### src/rtl/mvm_pkg.sv
// Shared types for the MVM engine arbiter.
package mvm_pkg;

  typedef enum logic [1:0] {
    ARB_IDLE,
    ARB_FEED,
    ARB_DRAIN
  } arb_state_t;

  localparam int DATA_W_DEFAULT = 16;

endpackage

### src/rtl/mvm_rr_arbiter_rr_pick.sv
// Rotated priority encoder: first asserted request searching ptr+1, ptr+2, ... (mod NREQ).
module rr_pick #(
  parameter int NREQ = 2,
  parameter int GW   = $clog2(NREQ)
) (
  input  logic [NREQ-1:0] req,
  input  logic [GW-1:0]   ptr,
  output logic            any,
  output logic [GW-1:0]   idx
);

  // Walk from the lowest priority slot upward so the highest priority hit is written last.
  always_comb begin
    any = 1'b0;
    idx = '0;
    for (int k = NREQ; k >= 1; k--) begin
      if (req[(int'(ptr) + k) % NREQ]) begin
        any = 1'b1;
        idx = GW'((int'(ptr) + k) % NREQ);
      end
    end
  end

endmodule

### src/rtl/mvm_rr_arbiter.sv
// Round-robin sharing of one MVM engine among NREQ requesters, one whole job per grant.
module mvm_rr_arbiter
  import mvm_pkg::*;
#(
  parameter int NREQ   = 2,
  parameter int N      = 8,
  parameter int M      = 6,
  parameter int DATA_W = DATA_W_DEFAULT
) (
  input  logic                          clk,
  input  logic                          reset,
  input  logic [NREQ-1:0]               req_s_valid,
  input  logic [NREQ-1:0][DATA_W-1:0]   req_data_in,
  output logic [NREQ-1:0]               req_s_ready,
  output logic [NREQ-1:0]               req_m_valid,
  output logic [NREQ-1:0][DATA_W-1:0]   req_data_out,
  input  logic [NREQ-1:0]               req_m_ready,
  output logic                          eng_s_valid,
  output logic signed [DATA_W-1:0]      eng_data_in,
  input  logic                          eng_s_ready,
  input  logic                          eng_m_valid,
  input  logic signed [DATA_W-1:0]      eng_data_out,
  output logic                          eng_m_ready,
  output logic [$clog2(NREQ)-1:0]       grant_id,
  output logic                          busy
);

  localparam int GW = $clog2(NREQ);
  localparam int IW = $clog2(N);
  localparam int OW = $clog2(M);

  arb_state_t    state, state_nxt;
  logic [IW-1:0] in_cnt, in_cnt_nxt;
  logic [OW-1:0] out_cnt, out_cnt_nxt;
  logic [GW-1:0] rr_ptr, rr_ptr_nxt;
  logic [GW-1:0] grant_nxt;
  logic          pick_any;
  logic [GW-1:0] pick_idx;
  logic          feed, drain;
  logic          in_beat, out_beat;

  rr_pick #(
    .NREQ (NREQ),
    .GW   (GW)
  ) u_pick (
    .req  (req_s_valid),
    .ptr  (rr_ptr),
    .any  (pick_any),
    .idx  (pick_idx)
  );

  assign feed  = (state == ARB_FEED);
  assign drain = (state == ARB_DRAIN);
  assign busy  = (state != ARB_IDLE);

  // Engine side is a pure mux of the granted requester; idle directions are held at zero.
  assign eng_s_valid = feed & req_s_valid[grant_id];
  assign eng_data_in = feed ? req_data_in[grant_id] : '0;
  assign eng_m_ready = drain & req_m_ready[grant_id];

  assign in_beat  = eng_s_valid & eng_s_ready;
  assign out_beat = eng_m_valid & eng_m_ready;

  // One-hot demux back to the requesters; only the granted slot ever sees the engine.
  for (genvar r = 0; r < NREQ; r++) begin : g_demux
    logic sel;
    assign sel             = (grant_id == GW'(r));
    assign req_s_ready[r]  = feed & sel & eng_s_ready;
    assign req_m_valid[r]  = drain & sel & eng_m_valid;
    assign req_data_out[r] = (drain & sel) ? eng_data_out : '0;
  end

  // Control registers: state, beat counters, grant and rotation pointer.
  always_ff @(posedge clk or posedge reset) begin
    if (reset) begin
      state    <= ARB_IDLE;
      in_cnt   <= '0;
      out_cnt  <= '0;
      grant_id <= '0;
      rr_ptr   <= GW'(NREQ - 1);
    end else begin
      state    <= state_nxt;
      in_cnt   <= in_cnt_nxt;
      out_cnt  <= out_cnt_nxt;
      grant_id <= grant_nxt;
      rr_ptr   <= rr_ptr_nxt;
    end
  end

  // Next-state: pick in IDLE, count N beats in, count M beats out, then rotate priority.
  always_comb begin
    state_nxt   = state;
    in_cnt_nxt  = in_cnt;
    out_cnt_nxt = out_cnt;
    grant_nxt   = grant_id;
    rr_ptr_nxt  = rr_ptr;
    unique case (state)
      ARB_IDLE: begin
        if (pick_any) begin
          grant_nxt  = pick_idx;
          in_cnt_nxt = '0;
          state_nxt  = ARB_FEED;
        end
      end
      ARB_FEED: begin
        if (in_beat) begin
          if (in_cnt == IW'(N - 1)) begin
            in_cnt_nxt  = '0;
            out_cnt_nxt = '0;
            state_nxt   = ARB_DRAIN;
          end else begin
            in_cnt_nxt = in_cnt + IW'(1);
          end
        end
      end
      ARB_DRAIN: begin
        if (out_beat) begin
          if (out_cnt == OW'(M - 1)) begin
            out_cnt_nxt = '0;
            rr_ptr_nxt  = grant_id;
            state_nxt   = ARB_IDLE;
          end else begin
            out_cnt_nxt = out_cnt + OW'(1);
          end
        end
      end
      default: state_nxt = ARB_IDLE;
    endcase
  end

endmodule

### config.mk
export PLATFORM = sky130hd
export DESIGN_NAME = mvm_rr_arbiter
export DESIGN_NICKNAME = d
export VERILOG_FILES = /design/src/rtl/mvm_pkg.sv /design/src/rtl/mvm_rr_arbiter_rr_pick.sv /design/src/rtl/mvm_rr_arbiter.sv
export SDC_FILE = /design/constraint.sdc
export NUM_CORES = 1
export LEC_CHECK = 0
export CORE_MARGIN = 10
export CORE_UTILIZATION = 27
export CTS_BUF_LIST = sky130_fd_sc_hd__clkbuf_2 sky130_fd_sc_hd__clkbuf_4 sky130_fd_sc_hd__clkbuf_8
export DETAILED_ROUTE_END_ITERATION = 6
export PLACE_DENSITY = 0.83
export SYNTH_ARGS = -nofsm -noshare
export SYNTH_HDL_FRONTEND = slang
export SYNTH_HIERARCHICAL = 1
export SYNTH_SLANG_ARGS = --single-unit
### constraint.sdc
create_clock -name clk -period 1.3 [get_ports clk]
set_input_delay 0.195 -clock clk [delete_from_list [all_inputs] [get_ports clk]]
set_output_delay 0.195 -clock clk [all_outputs]
set_load 0.1 [all_outputs]
==> results.toml <==
[layout]
fin_nets = 347
fin_area_um2 = 3795
stdcell_count = 339
syn_to_final_growth_pct = 247.0
post_route_cells_drive_above_1_share_pct = 68.40

[yosys]
post_synth_mux_area_share_pct = 22.43
synth_top_area_share_pct = 20.59
adder_cell_fraction_of_synth_area_pct = 2.288
synth_enable_flop_cells = 0
synth-xor-area-share_pct = 0
synth_top_cells_by_area = "dfrtp_1 21%, mux2i_1 18%, and2_1 10%"
synth.ff_latch_count = 10
synth.lib_cells_used.distinct = 30
postSynth.asyncResetShare_pct = 100.0
synthesis.nets = 199
cell_area_after_technology_mapping_um2 = 1094
synth_most_common_cell = "nor2_1"
synth_simple_gate_area_share_pct = 39.24
ys.flop_type = "dfrtp_1"
syn_area_per_cell_um2 = 7.756
synth_warnings = 6
area_fraction_in_compound_gates_after_synthesis_pct = 7.666
netlist_top_cells_count = "22 x nor2_1, 20 x mux2i_1, 18 x and2_1, 18 x and3_1, 9 x dfrtp_1"
main_combinational_cell_family_by_area_after_synthesis = "simple AND/OR/NAND/NOR gates"
post_synth_inst_count = 141
synth-seq-area-share_pct = 23.00
synth_top_area_cell = "dfrtp_1"

[sta]
setup_violations = 66
relSlewSlack_pct = 72.69
finClkSkew_ns = 0.01065
finalHoldViolCount = 0
rsz0062_at_grt = "yes"
final_critical_path_share_of_the_clock_period_pct = 140.5
least_margin_pin_slew_ns = 0.4092
timing.setup.tns_ns = -26.44
final-max-slew-violation-count = 0
max_freq_mhz = 547.4
final.setup.worst_slack_ns = -0.5269
minimum_period_implied_by_the_final_worst_setup_slack_ns = 1.827

[power_and_ir_drop]
ir_drop_uv = 1559
total_power_uw = 6931
power.density_cell_area_nw_per_um2 = 1826
static_leakage_uw = 0.001553

[setup_path]
cp-end-kind = "register"
critical_path_data_arrival_time_ns = 2.00
critical-path-top-cell-by-count = "buf_4"
critPathRequiredTime_ns = 1.48
crit_path_top_delay_cell = "dfrtp_4"
worst-setup-path-type = "register to register"
timing.critical_path.slowest_cell_delay_ns = 0.56
cp_num_buf_inv = 3
worst-path-max-fanout = 7
cp_cell_sequence = "buf_6, mux2i_1, buf_4, buf_4, nor2_4, a32oi_2, a22o_1"
crit_family = "flip-flops"
cp-start-kind = "register"

[die]
top_level_ports = 112
die_height_um = 83.64
fp-row-count = 23
die_w_um = 83.64
floorplan.initialDensity_pct = 27.54
fp.coreArea_um2 = 3971
die-area_um2 = 6996

[global_routing]
grtUsageMet1_pct = 20.89
groute.usage.overall_pct = 21.02
global_route.usage.met3_pct = 3.613
grt_start_max_net_pins = 29
grt-busiest-layer = "met2"
antenna_found_initial = 1
grt-ovfl-total = 0
grt_pass1_vias = 1935
wire_length_of_the_first_global_routing_pass_mm = 11.76
use_met2_pct = 40.91

[detailed_routing]
drtAntennaViolNets = 0
drt_iter0_markers = 76
route.detailed.wl_per_inst_um = 29.45
via_per_inst = 5.602
remaining_drc_errors = 0
drt-total-wl_mm = 9.984
detailroute.via_count = 1899
drt_pre_antenna_iters = 4

[status]
violations = "setup timing"
outcome = "complete, but fails checks"

[place]
gp_routability_congestion = 0.8653
place.detailed.hpwl_mm = 5.507
portBuffers = 111
placed_cell_area_um2 = 3256
numPlacedInstances = 317
detailedPlace.worstSlack_ns = -0.3085

[clock_tree]
cts-root-buf = "clkbuf_8"
cts.hold.buffers_added = 0
cts_max_level = 1
tritoncts = "yes"
cts_made_buffers = 3
clock_pin_slew_on_the_worst_setup_and_hold_paths_ns = 0.05
max_buffers_root_to_sink = 2
insertion_delay_ns = 0.25
cts_sinks = 10

[worst_hold_path]
holdCritPathClass = "primary input to asynchronous set/reset pin"

[run]
max_cap_violations = 0
[sequential cells by signal, summed over array words and instances (netlist names)]
| name | cells |
|---|---|
| out_cnt | 3 |
| state | 2 |
| rr_ptr | 1 |
| in_cnt | 3 |
| grant_id | 1 |
[kinds of logic after synthesis]
logic type / count (synthesis)
AOI/OAI and AO/OA: 12
adders and majority gates: 2
buffers and inverters: 14
DFF: 10
muxes: 24
and+or+nand+nor: 79
[path summary, 6_finish.rpt]
path                                  from    endpoint  slack (ns)  cells past startpoint
worst min-delay path                 reset   in_cnt[2]        0.30                      2
max in group asynchronous            reset    grant_id        0.67                      2
worst max-delay path              grant_id  out_cnt[2]       -0.53                      7
min in group clk                out_cnt[2]  out_cnt[2]        0.60                      1
worst max register to register    grant_id  out_cnt[2]       -0.53                      7
worst min register to register  out_cnt[2]  out_cnt[2]        0.60                      1
[final cells by class]
class | count | area, um2
Antenna cell | 1 | 2.502
Clock buffer | 4 | 48.80
Fill cell | 90 | 176.4
Inverter | 4 | 15.01
Multi-Input combinational cell | 117 | 1274
Sequential cell | 10 | 257.7
Tap cell | 50 | 62.56
Timing Repair Buffer | 153 | 2135
[through the flow]
| stage | util (%) | hold slack (ns) |
|---|---|---|
| final | 95.56 | 0.2987 |
| after global routing | 95.56 | 0.3224 |
| after CTS | 90.23 | 0.2460 |
| after detailed placement | 81.98 | 0.5025 |
| after global placement | 81.98 | 0.4905 |
| after floorplan | - | 0.03442 |
[per-layer routing]
layer,vias to the layer above,wire [um]
met3,47,658
li1,784,-
met2,139,5256
met5,-,0
met1,929,3311
met4,0,756
[repair_timing]
action                     in CTS  in global routing
setup endpoints to repair      65                 66
buffers inserted                8                  7
hold endpoints to repair        0                  0
gates resized for setup        49                 38
gates cloned                    2                  1
pin swaps                      11                 20
[worst reg2reg max path, delay by kind of cell, from the launching register on]
family,cells,cell delay [ns]
flops,1,0.56
compound gates,2,0.50
buf+inv,3,0.47
mux,1,0.19
simple gates,1,0.05
[cells in the final DEF (no fill, tap or decap), types with 2 or more instances in the layout]
cell type | netlist | routed
buf_12 | 0 | 59
clkdlybuf4s50_1 | 0 | 55
nor2_4 | 0 | 22
buf_4 | 0 | 22
and3_4 | 0 | 18
and2_4 | 0 | 18
buf_6 | 0 | 14
mux2i_2 | 0 | 11
dfrtp_1 | 9 | 6
mux2i_1 | 20 | 5
nand2_1 | 7 | 5
mux2i_4 | 0 | 4
nand2b_4 | 1 | 3
mux2_4 | 0 | 3
inv_1 | 4 | 3
clkbuf_8 | 0 | 3
nand2_2 | 0 | 2
nor3_1 | 3 | 2
o21ai_0 | 2 | 2
nor2b_4 | 0 | 2
nand2b_1 | 4 | 2
a21oi_1 | 2 | 2
a22o_1 | 2 | 2
ha_1 | 2 | 2
buf_16 | 0 | 2
dfrtp_2 | 0 | 2
[report_power, final]
part / switching (uW) / internal (uW) / leakage, uW
combinational: 3550 / 2490 / 0.00141
clock: 130 / 236 / 0.0000262
sequential: 128 / 399 / 0.000120
total: 3800 / 3130 / 0.00155
No activity file was read; power rests on OpenSTA's default activity.
